===== src/rtl/afe_rx_pkg.sv =====
// Shared types and default widths for the AFE RX burst capture controller.
package afe_rx_pkg;

   // Capture sequencer states; encoding is fixed so status readback stays stable.
   typedef enum logic [1:0] {
      StIdle    = 2'd0,
      StSkip    = 2'd1,
      StCapture = 2'd2
   } state_e;

   localparam int unsigned DEF_IQ_PAIR_WIDTH = 24;
   localparam int unsigned DEF_LEN_WIDTH     = 16;
   localparam int unsigned DEF_SKIP_WIDTH    = 8;
   localparam int unsigned DEF_DROP_WIDTH    = 16;

endpackage


===== src/rtl/afe_rx_burst_ctrl_if.sv =====
// IQ stream from the deserializer plus the RX FIFO write port.
interface afe_rx_burst_ctrl_if #(
   parameter int unsigned IQ_PAIR_WIDTH = afe_rx_pkg::DEF_IQ_PAIR_WIDTH
) ();

   logic                     s_valid;
   logic [IQ_PAIR_WIDTH-1:0] s_data;
   logic                     fifo_full;
   logic                     fifo_wr;
   logic [IQ_PAIR_WIDTH-1:0] fifo_data;

   // Capture controller side: consumes the stream, drives the FIFO write port.
   modport slave (
      input  s_valid,
      input  s_data,
      input  fifo_full,
      output fifo_wr,
      output fifo_data
   );

   // Environment side: deserializer source and FIFO sink.
   modport master (
      output s_valid,
      output s_data,
      output fifo_full,
      input  fifo_wr,
      input  fifo_data
   );

endinterface


===== src/rtl/sat_counter.sv =====
// Up-counter that sticks at all-ones instead of wrapping.
module sat_counter #(
   parameter int unsigned WIDTH = 16
) (
   input  logic             clk,
   input  logic             reset,
   input  logic             clear,
   input  logic             inc,
   output logic [WIDTH-1:0] count
);

   logic [WIDTH-1:0] count_q;

   // Clear has priority over increment; increment stops at the ceiling.
   always_ff @(posedge clk or posedge reset) begin
      if (reset) begin
         count_q <= '0;
      end else if (clear) begin
         count_q <= '0;
      end else if (inc && (count_q != {WIDTH{1'b1}})) begin
         count_q <= count_q + WIDTH'(1);
      end
   end

   assign count = count_q;

endmodule


===== src/rtl/afe_rx_burst_ctrl.sv =====
// RX burst capture sequencer: arm, optional settling skip, then write a
// fixed-length (or unbounded) run of IQ pairs into the RX FIFO.
module afe_rx_burst_ctrl
   import afe_rx_pkg::*;
#(
   parameter int unsigned IQ_PAIR_WIDTH = DEF_IQ_PAIR_WIDTH,
   parameter int unsigned LEN_WIDTH     = DEF_LEN_WIDTH,
   parameter int unsigned SKIP_WIDTH    = DEF_SKIP_WIDTH,
   parameter int unsigned DROP_WIDTH    = DEF_DROP_WIDTH
) (
   input  logic                  clk,
   input  logic                  reset,
   input  logic                  cfg_start,
   input  logic                  cfg_stop,
   input  logic                  cfg_continuous,
   input  logic [LEN_WIDTH-1:0]  cfg_len,
   input  logic [SKIP_WIDTH-1:0] cfg_skip,
   afe_rx_burst_ctrl_if.slave    bus,
   output logic                  busy,
   output logic                  done,
   output logic                  aborted,
   output logic                  overflow,
   output logic [DROP_WIDTH-1:0] drop_cnt,
   output logic [LEN_WIDTH-1:0]  sample_cnt
);

   state_e                   state_q, state_d;
   logic [LEN_WIDTH-1:0]     len_q, len_d;
   logic [LEN_WIDTH-1:0]     sample_q, sample_d, sample_inc;
   logic [SKIP_WIDTH-1:0]    skip_q, skip_d;
   logic                     cont_q, cont_d;
   logic                     fifo_wr_q, fifo_wr_d;
   logic [IQ_PAIR_WIDTH-1:0] fifo_data_q, fifo_data_d;
   logic                     done_q, done_d;
   logic                     aborted_q, aborted_d;
   logic                     overflow_q, overflow_d;
   logic                     drop_clr, drop_inc;

   assign sample_inc = sample_q + LEN_WIDTH'(1);

   // Next-state and registered-output decode; stop outranks everything.
   always_comb begin
      state_d     = state_q;
      len_d       = len_q;
      sample_d    = sample_q;
      skip_d      = skip_q;
      cont_d      = cont_q;
      fifo_wr_d   = 1'b0;
      fifo_data_d = fifo_data_q;
      done_d      = 1'b0;
      aborted_d   = 1'b0;
      overflow_d  = overflow_q;
      drop_clr    = 1'b0;
      drop_inc    = 1'b0;

      case (state_q)
         StIdle: begin
            if (cfg_start && !cfg_stop) begin
               len_d      = cfg_len;
               skip_d     = cfg_skip;
               cont_d     = cfg_continuous;
               sample_d   = '0;
               overflow_d = 1'b0;
               drop_clr   = 1'b1;
               // A zero-length bounded burst completes without leaving idle.
               if (!cfg_continuous && (cfg_len == '0)) begin
                  done_d = 1'b1;
               end else if (cfg_skip != '0) begin
                  state_d = StSkip;
               end else begin
                  state_d = StCapture;
               end
            end
         end

         StSkip: begin
            if (cfg_stop) begin
               state_d   = StIdle;
               aborted_d = 1'b1;
            end else if (bus.s_valid) begin
               skip_d = skip_q - SKIP_WIDTH'(1);
               if (skip_q == SKIP_WIDTH'(1)) begin
                  state_d = StCapture;
               end
            end
         end

         StCapture: begin
            if (cfg_stop) begin
               state_d   = StIdle;
               aborted_d = 1'b1;
            end else if (bus.s_valid) begin
               if (bus.fifo_full) begin
                  drop_inc   = 1'b1;
                  overflow_d = 1'b1;
               end else begin
                  fifo_wr_d   = 1'b1;
                  fifo_data_d = bus.s_data;
                  sample_d    = sample_inc;
                  // done is registered alongside the final write strobe.
                  if (!cont_q && (sample_inc == len_q)) begin
                     state_d = StIdle;
                     done_d  = 1'b1;
                  end
               end
            end
         end

         default: state_d = StIdle;
      endcase
   end

   // State and output registers.
   always_ff @(posedge clk or posedge reset) begin
      if (reset) begin
         state_q     <= StIdle;
         len_q       <= '0;
         sample_q    <= '0;
         skip_q      <= '0;
         cont_q      <= 1'b0;
         fifo_wr_q   <= 1'b0;
         fifo_data_q <= '0;
         done_q      <= 1'b0;
         aborted_q   <= 1'b0;
         overflow_q  <= 1'b0;
      end else begin
         state_q     <= state_d;
         len_q       <= len_d;
         sample_q    <= sample_d;
         skip_q      <= skip_d;
         cont_q      <= cont_d;
         fifo_wr_q   <= fifo_wr_d;
         fifo_data_q <= fifo_data_d;
         done_q      <= done_d;
         aborted_q   <= aborted_d;
         overflow_q  <= overflow_d;
      end
   end

   sat_counter #(
      .WIDTH (DROP_WIDTH)
   ) u_drop_cnt (
      .clk   (clk),
      .reset (reset),
      .clear (drop_clr),
      .inc   (drop_inc),
      .count (drop_cnt)
   );

   assign bus.fifo_wr   = fifo_wr_q;
   assign bus.fifo_data = fifo_data_q;
   assign busy          = (state_q != StIdle);
   assign done          = done_q;
   assign aborted       = aborted_q;
   assign overflow      = overflow_q;
   assign sample_cnt    = sample_q;

endmodule


===== src/flat_wrapper.sv =====
// flat-port wrapper written by rule: the top's interface ports become plain ports
module afe_rx_burst_ctrl_flat import afe_rx_pkg::*;
#(
   parameter int unsigned IQ_PAIR_WIDTH = DEF_IQ_PAIR_WIDTH,
   parameter int unsigned LEN_WIDTH     = DEF_LEN_WIDTH,
   parameter int unsigned SKIP_WIDTH    = DEF_SKIP_WIDTH,
   parameter int unsigned DROP_WIDTH    = DEF_DROP_WIDTH
)
  (clk, reset, cfg_start, cfg_stop, cfg_continuous, cfg_len, cfg_skip, busy, done, aborted, overflow, drop_cnt, sample_cnt, bus_s_valid, bus_s_data, bus_fifo_full, bus_fifo_wr, bus_fifo_data);
  afe_rx_burst_ctrl_if #(.IQ_PAIR_WIDTH(IQ_PAIR_WIDTH)) bus_i ();
  input  logic clk;
  input  logic reset;
  input  logic cfg_start;
  input  logic cfg_stop;
  input  logic cfg_continuous;
  input  logic [LEN_WIDTH-1:0] cfg_len;
  input  logic [SKIP_WIDTH-1:0] cfg_skip;
  output logic busy;
  output logic done;
  output logic aborted;
  output logic overflow;
  output logic [DROP_WIDTH-1:0] drop_cnt;
  output logic [LEN_WIDTH-1:0] sample_cnt;
  input wire logic [$bits(bus_i.s_valid)-1:0] bus_s_valid;
  input wire logic [$bits(bus_i.s_data)-1:0] bus_s_data;
  input wire logic [$bits(bus_i.fifo_full)-1:0] bus_fifo_full;
  output wire logic [$bits(bus_i.fifo_wr)-1:0] bus_fifo_wr;
  output wire logic [$bits(bus_i.fifo_data)-1:0] bus_fifo_data;
  assign bus_i.s_valid = bus_s_valid;
  assign bus_i.s_data = bus_s_data;
  assign bus_i.fifo_full = bus_fifo_full;
  assign bus_fifo_wr = bus_i.fifo_wr;
  assign bus_fifo_data = bus_i.fifo_data;
  afe_rx_burst_ctrl #(.IQ_PAIR_WIDTH(IQ_PAIR_WIDTH), .LEN_WIDTH(LEN_WIDTH), .SKIP_WIDTH(SKIP_WIDTH), .DROP_WIDTH(DROP_WIDTH)) u_core (.clk(clk), .reset(reset), .cfg_start(cfg_start), .cfg_stop(cfg_stop), .cfg_continuous(cfg_continuous), .cfg_len(cfg_len), .cfg_skip(cfg_skip), .bus(bus_i), .busy(busy), .done(done), .aborted(aborted), .overflow(overflow), .drop_cnt(drop_cnt), .sample_cnt(sample_cnt));
endmodule

===== config.mk =====
export PLATFORM = sky130hd
export DESIGN_NAME = afe_rx_burst_ctrl_flat
export DESIGN_NICKNAME = d
export VERILOG_FILES = /design/src/rtl/afe_rx_pkg.sv /design/src/rtl/afe_rx_burst_ctrl_if.sv /design/src/rtl/sat_counter.sv /design/src/rtl/afe_rx_burst_ctrl.sv /design/src/flat_wrapper.sv
export SDC_FILE = /design/constraint.sdc
export NUM_CORES = 1
export LEC_CHECK = 0
export ABC_CLOCK_PERIOD_IN_PS = 6400
export BUFFER_PORTS_ARGS = -buffer_cell sky130_fd_sc_hd__buf_2
export CORE_MARGIN = 2
export CORE_UTILIZATION = 50
export CTS_CLUSTER_SIZE = 10
export DETAILED_ROUTE_END_ITERATION = 16
export MAX_ROUTING_LAYER = met4
export PLACE_DENSITY = 0.76
export SLEW_MARGIN = 0
export SYNTH_ARGS = -nofsm -noshare
export SYNTH_HDL_FRONTEND = slang
export SYNTH_SLANG_ARGS = --single-unit

===== constraint.sdc =====
create_clock -name clk -period 6.4 [get_ports clk]
set_clock_uncertainty 0.1 [all_clocks]
set_input_delay 1.28 -clock clk [delete_from_list [all_inputs] [get_ports clk]]
set_output_delay 1.28 -clock clk [all_outputs]
set_load 0.02 [all_outputs]

==> impl_metrics.toml <==
[cts]
clkTransAtPathRegs_ps = 90
cts-root-buf = "clkbuf_8"
postCtsResizedCells = 0
cts_buffer_depth = 2
h-tree-depth = 3
cts_tree = "done"
post_cts_buffers = 0
clk-insertion-delay-late_ps = 360
clock-sinks = 87
cts_inserted_buffers = 9
hold_buffers = 0

[setup_path]
reg2reg_to = "u_core.sample_cnt[8]"
reg2reg_from = "u_core.state_q[0]"
reg2reg_slack_ps = 2400
slowest_stage = "and2_1"
path_max_fanout = 27
crit_type = "flop to flop"
critPathLaunchType = "flop"
max_stage_delay_ps = 920
crit_path_end_kind = "flop"
arrival_ps = 4170
crit_cells = 10
worstRegToRegCells = 10
cp_num_buf_inv = 3
worstPathCellList = "inv_1 -> ha_1 -> nor2b_1 -> and2_1 -> o21ai_0 -> buf_4 -> inv_1 -> nand2_1 -> or3_1 -> o21ai_0"
crit_required_ps = 6570
crit_family = "simple AND/OR/NAND/NOR gates"

[pwr]
power_frac_seq_pct = 41.1
p_switching_mw = 0.750
vdd_ir_drop_max_uv = 218
p_leak_nw = 2.59
swShare_pct = 37.2
power_density_nw_per_um2 = 377
internal_power_mw = 1.26
power.share.clock_pct = 21.1
pwr-share-comb_pct = 37.8

[timing]
finalHoldViolCount = 0
whs_ps = 414
relSlewSlack_pct = 22.8
rsz0062_at_grt = "false"
tightest_slew_ps = 1160
finalCritPeriodShare_pct = 62.5
setup-violations-final = 0
setup_tns_ps = 0
finalCriticalPeriod_ps = 4000
drv_slew = 0
fmax_mhz = 250
setup_ws_ps = 2400

[route]
first_iter_violations = 197
drtPass1Iterations = 5
wirelength_um = 10700
wl_per_cell_um = 16.5
ant_nets = 0
vias = 3738
drc = 0
via_per_inst = 5.76

[cells_and_area]
nNetsFinal = 598
layout-drive-gt1-share_pct = 33.6
fin_area_um2 = 5350
area.growth.synth_to_final_pct = 18.9
diodes = 0

[yosys]
ys.flop_type = "dfrtp_1"
synth_edf_count = 0
synth-warning-count = 0
synthCells = 428
synth-seq-cells = 87
syn_area_um2 = 4500
synth-seq-area-share_pct = 48.4
synthDistinctLibCells = 52
synth_async_sr_flop_share_pct = 100
synthTopCellsByArea = "dfrtp_1 (48%), mux2_2 (10%), xor2_1 (4.1%), nand2_1 (3.1%), o21ai_0 (2.8%)"
synth_top_cell_area_share_pct = 48.4
yosysTopAreaCell = "dfrtp_1"
synth_area_per_cell_um2 = 10.5
synthesis.nets = 490

[global_routing]
antenna_found_initial = 0
grt_pass1_wl_um = 18000
grt_pass1_vias = 3748
gr-total-overflow = 0
grt_usage_pct = 23.4
grt_max_degree = 88

[floorplanning]
io_pins = 116
dieHeight_um = 98.8
core_um2 = 8720
fp.dieArea_um2 = 9770
num_rows = 34
start_util_pct = 51.5
fp.dieW_um = 98.8

[placed_design]
gp_congestion = 0.965
placed_cell_area_um2 = 5130
dpl_worst_slack_ps = 2200
port_buffers = 115
place_hpwl_um = 7750

[min_path]
min_delay_path_depth = 1
hp-start = "u_core.bus.fifo_data[10]"
hold_end = "u_core.bus.fifo_data[10]"
min_path_type = "flop to flop"

[job]
maxCapViolations = 0

[status]
status = "complete, no violations"
cells by family after synthesis:
logic type,share of synthesized area (%)
adders and majority gates,1.95
AOI/OAI and AO/OA,11.1
DFF,48.4
muxes,11.0
buffers and inverters,3.45
xor gates and xnor gates,6.82
and+or+nand+nor,17.2
cells in the mapped netlist, types with 2 or more instances:
master	number
nor4_1	7
and4_1	9
nor3_1	5
clkbuf_1	11
o22ai_1	9
mux2i_1	2
buf_2	4
buf_6	3
dfrtp_1	87
or3_1	2
a31oi_1	4
a21oi_1	10
a22o_1	2
inv_1	10
and2_1	8
nor2b_1	6
nand3_1	20
mux2_2	41
nor2_1	23
nand2b_1	4
o211ai_1	2
xor2_1	21
ha_1	7
nand2_1	37
o41ai_1	3
buf_1	3
o21ai_0	25
nand4_1	10
xnor2_1	14
o31ai_1	9
and3_1	7
a211oi_1	3
metrics by stage:
| stage | total power [mW] | util (%) | instances |
|---|---|---|---|
| finish | 2.01 | 61.3 | 649 |
| global route | 2.14 | 61.3 | 649 |
| CTS | 2.02 | 61.3 | 649 |
| detailed placement | 1.60 | 58.8 | 633 |
| global placement | 1.57 | 58.8 | 633 |
| floorplan | 1.37 | - | 428 |
state kept, by name, indices dropped and copies added, names as in the netlist:
register	cells
u_core.done	1
u_core.bus.fifo_wr	1
u_core.bus.fifo_data	24
u_core.cont_q	1
u_core.state_q	2
u_core.len_q	16
u_core.overflow	1
u_core.aborted	1
u_core.sample_cnt	16
u_core.u_drop_cnt.count	16
u_core.skip_q	8
how the worst max path moves through the flow:
stage / start / to / slack (ps)
floorplan: reset / u_core.aborted / 2770
global placement: cfg_stop / u_core.sample_cnt[8] / 2340
detailed placement: cfg_stop / u_core.sample_cnt[8] / 2200
CTS: u_core.state_q[0] / u_core.sample_cnt[8] / 2410
global route: u_core.state_q[0] / u_core.sample_cnt[8] / 1940
finish: u_core.state_q[0] / u_core.sample_cnt[8] / 2400
layout make-up:
class                      instances  area (µm²)
sequential                        87        2180
multi-input combinational        308        2170
inverter                          11        42.5
clock buffer                      10         128
clock inverter                     6        92.6
fill                             718        3370
tap                              108         135
timing repair buffer             119         606
layout by cell type (no fill, tap or decap), drive strengths merged, types with 3 or more instances in the layout:
master / netlist / final
nor4: 8 / 8
and2: 8 / 8
mux2: 42 / 42
nand4: 10 / 10
clkbuf: 11 / 10
o21ai: 26 / 26
nand2: 37 / 37
and3: 7 / 7
o22ai: 9 / 9
nand3: 20 / 20
xor2: 21 / 21
a31oi: 4 / 4
o41ai: 3 / 3
nor2: 23 / 23
xnor2: 14 / 14
buf: 11 / 119
ha: 7 / 7
dfrtp: 87 / 87
o31ai: 9 / 9
a21oi: 10 / 10
a211oi: 3 / 3
and4: 9 / 9
nor2b: 6 / 6
nand2b: 4 / 4
inv: 10 / 11
nor3: 5 / 5
power groups by stage:
stage / sequential [mW] / combinational (mW) / clock, mW
2_1_floorplan: 0.897 / 0.470 / 0
3_3_place_gp: 0.827 / 0.740 / 0
3_5_place_dp: 0.836 / 0.761 / 0
4_1_cts: 0.826 / 0.764 / 0.432
5_1_grt: 0.847 / 0.838 / 0.453
6_report: 0.828 / 0.762 / 0.424
worst reg2reg max path, stage by stage (launching register included):
cell     delay, ps
dfrtp_1        400
inv_1          100
ha_1           610
nor2b_1        280
and2_1         920
o21ai_0        220
buf_4          240
inv_1          200
nand2_1        330
or3_1          430
o21ai_0         80
layer usage:
layer / up-vias / GRT usage [%] / share of wire [%]
met1: 1819 / 31.3 / 45
li1: 1768 / - / -
met3: 18 / 4.61 / 6.2
met2: 133 / 35.4 / 47
met5: - / - / 0
met4: 0 / 9.06 / 1.8
(Power assumes the default switching activity.)
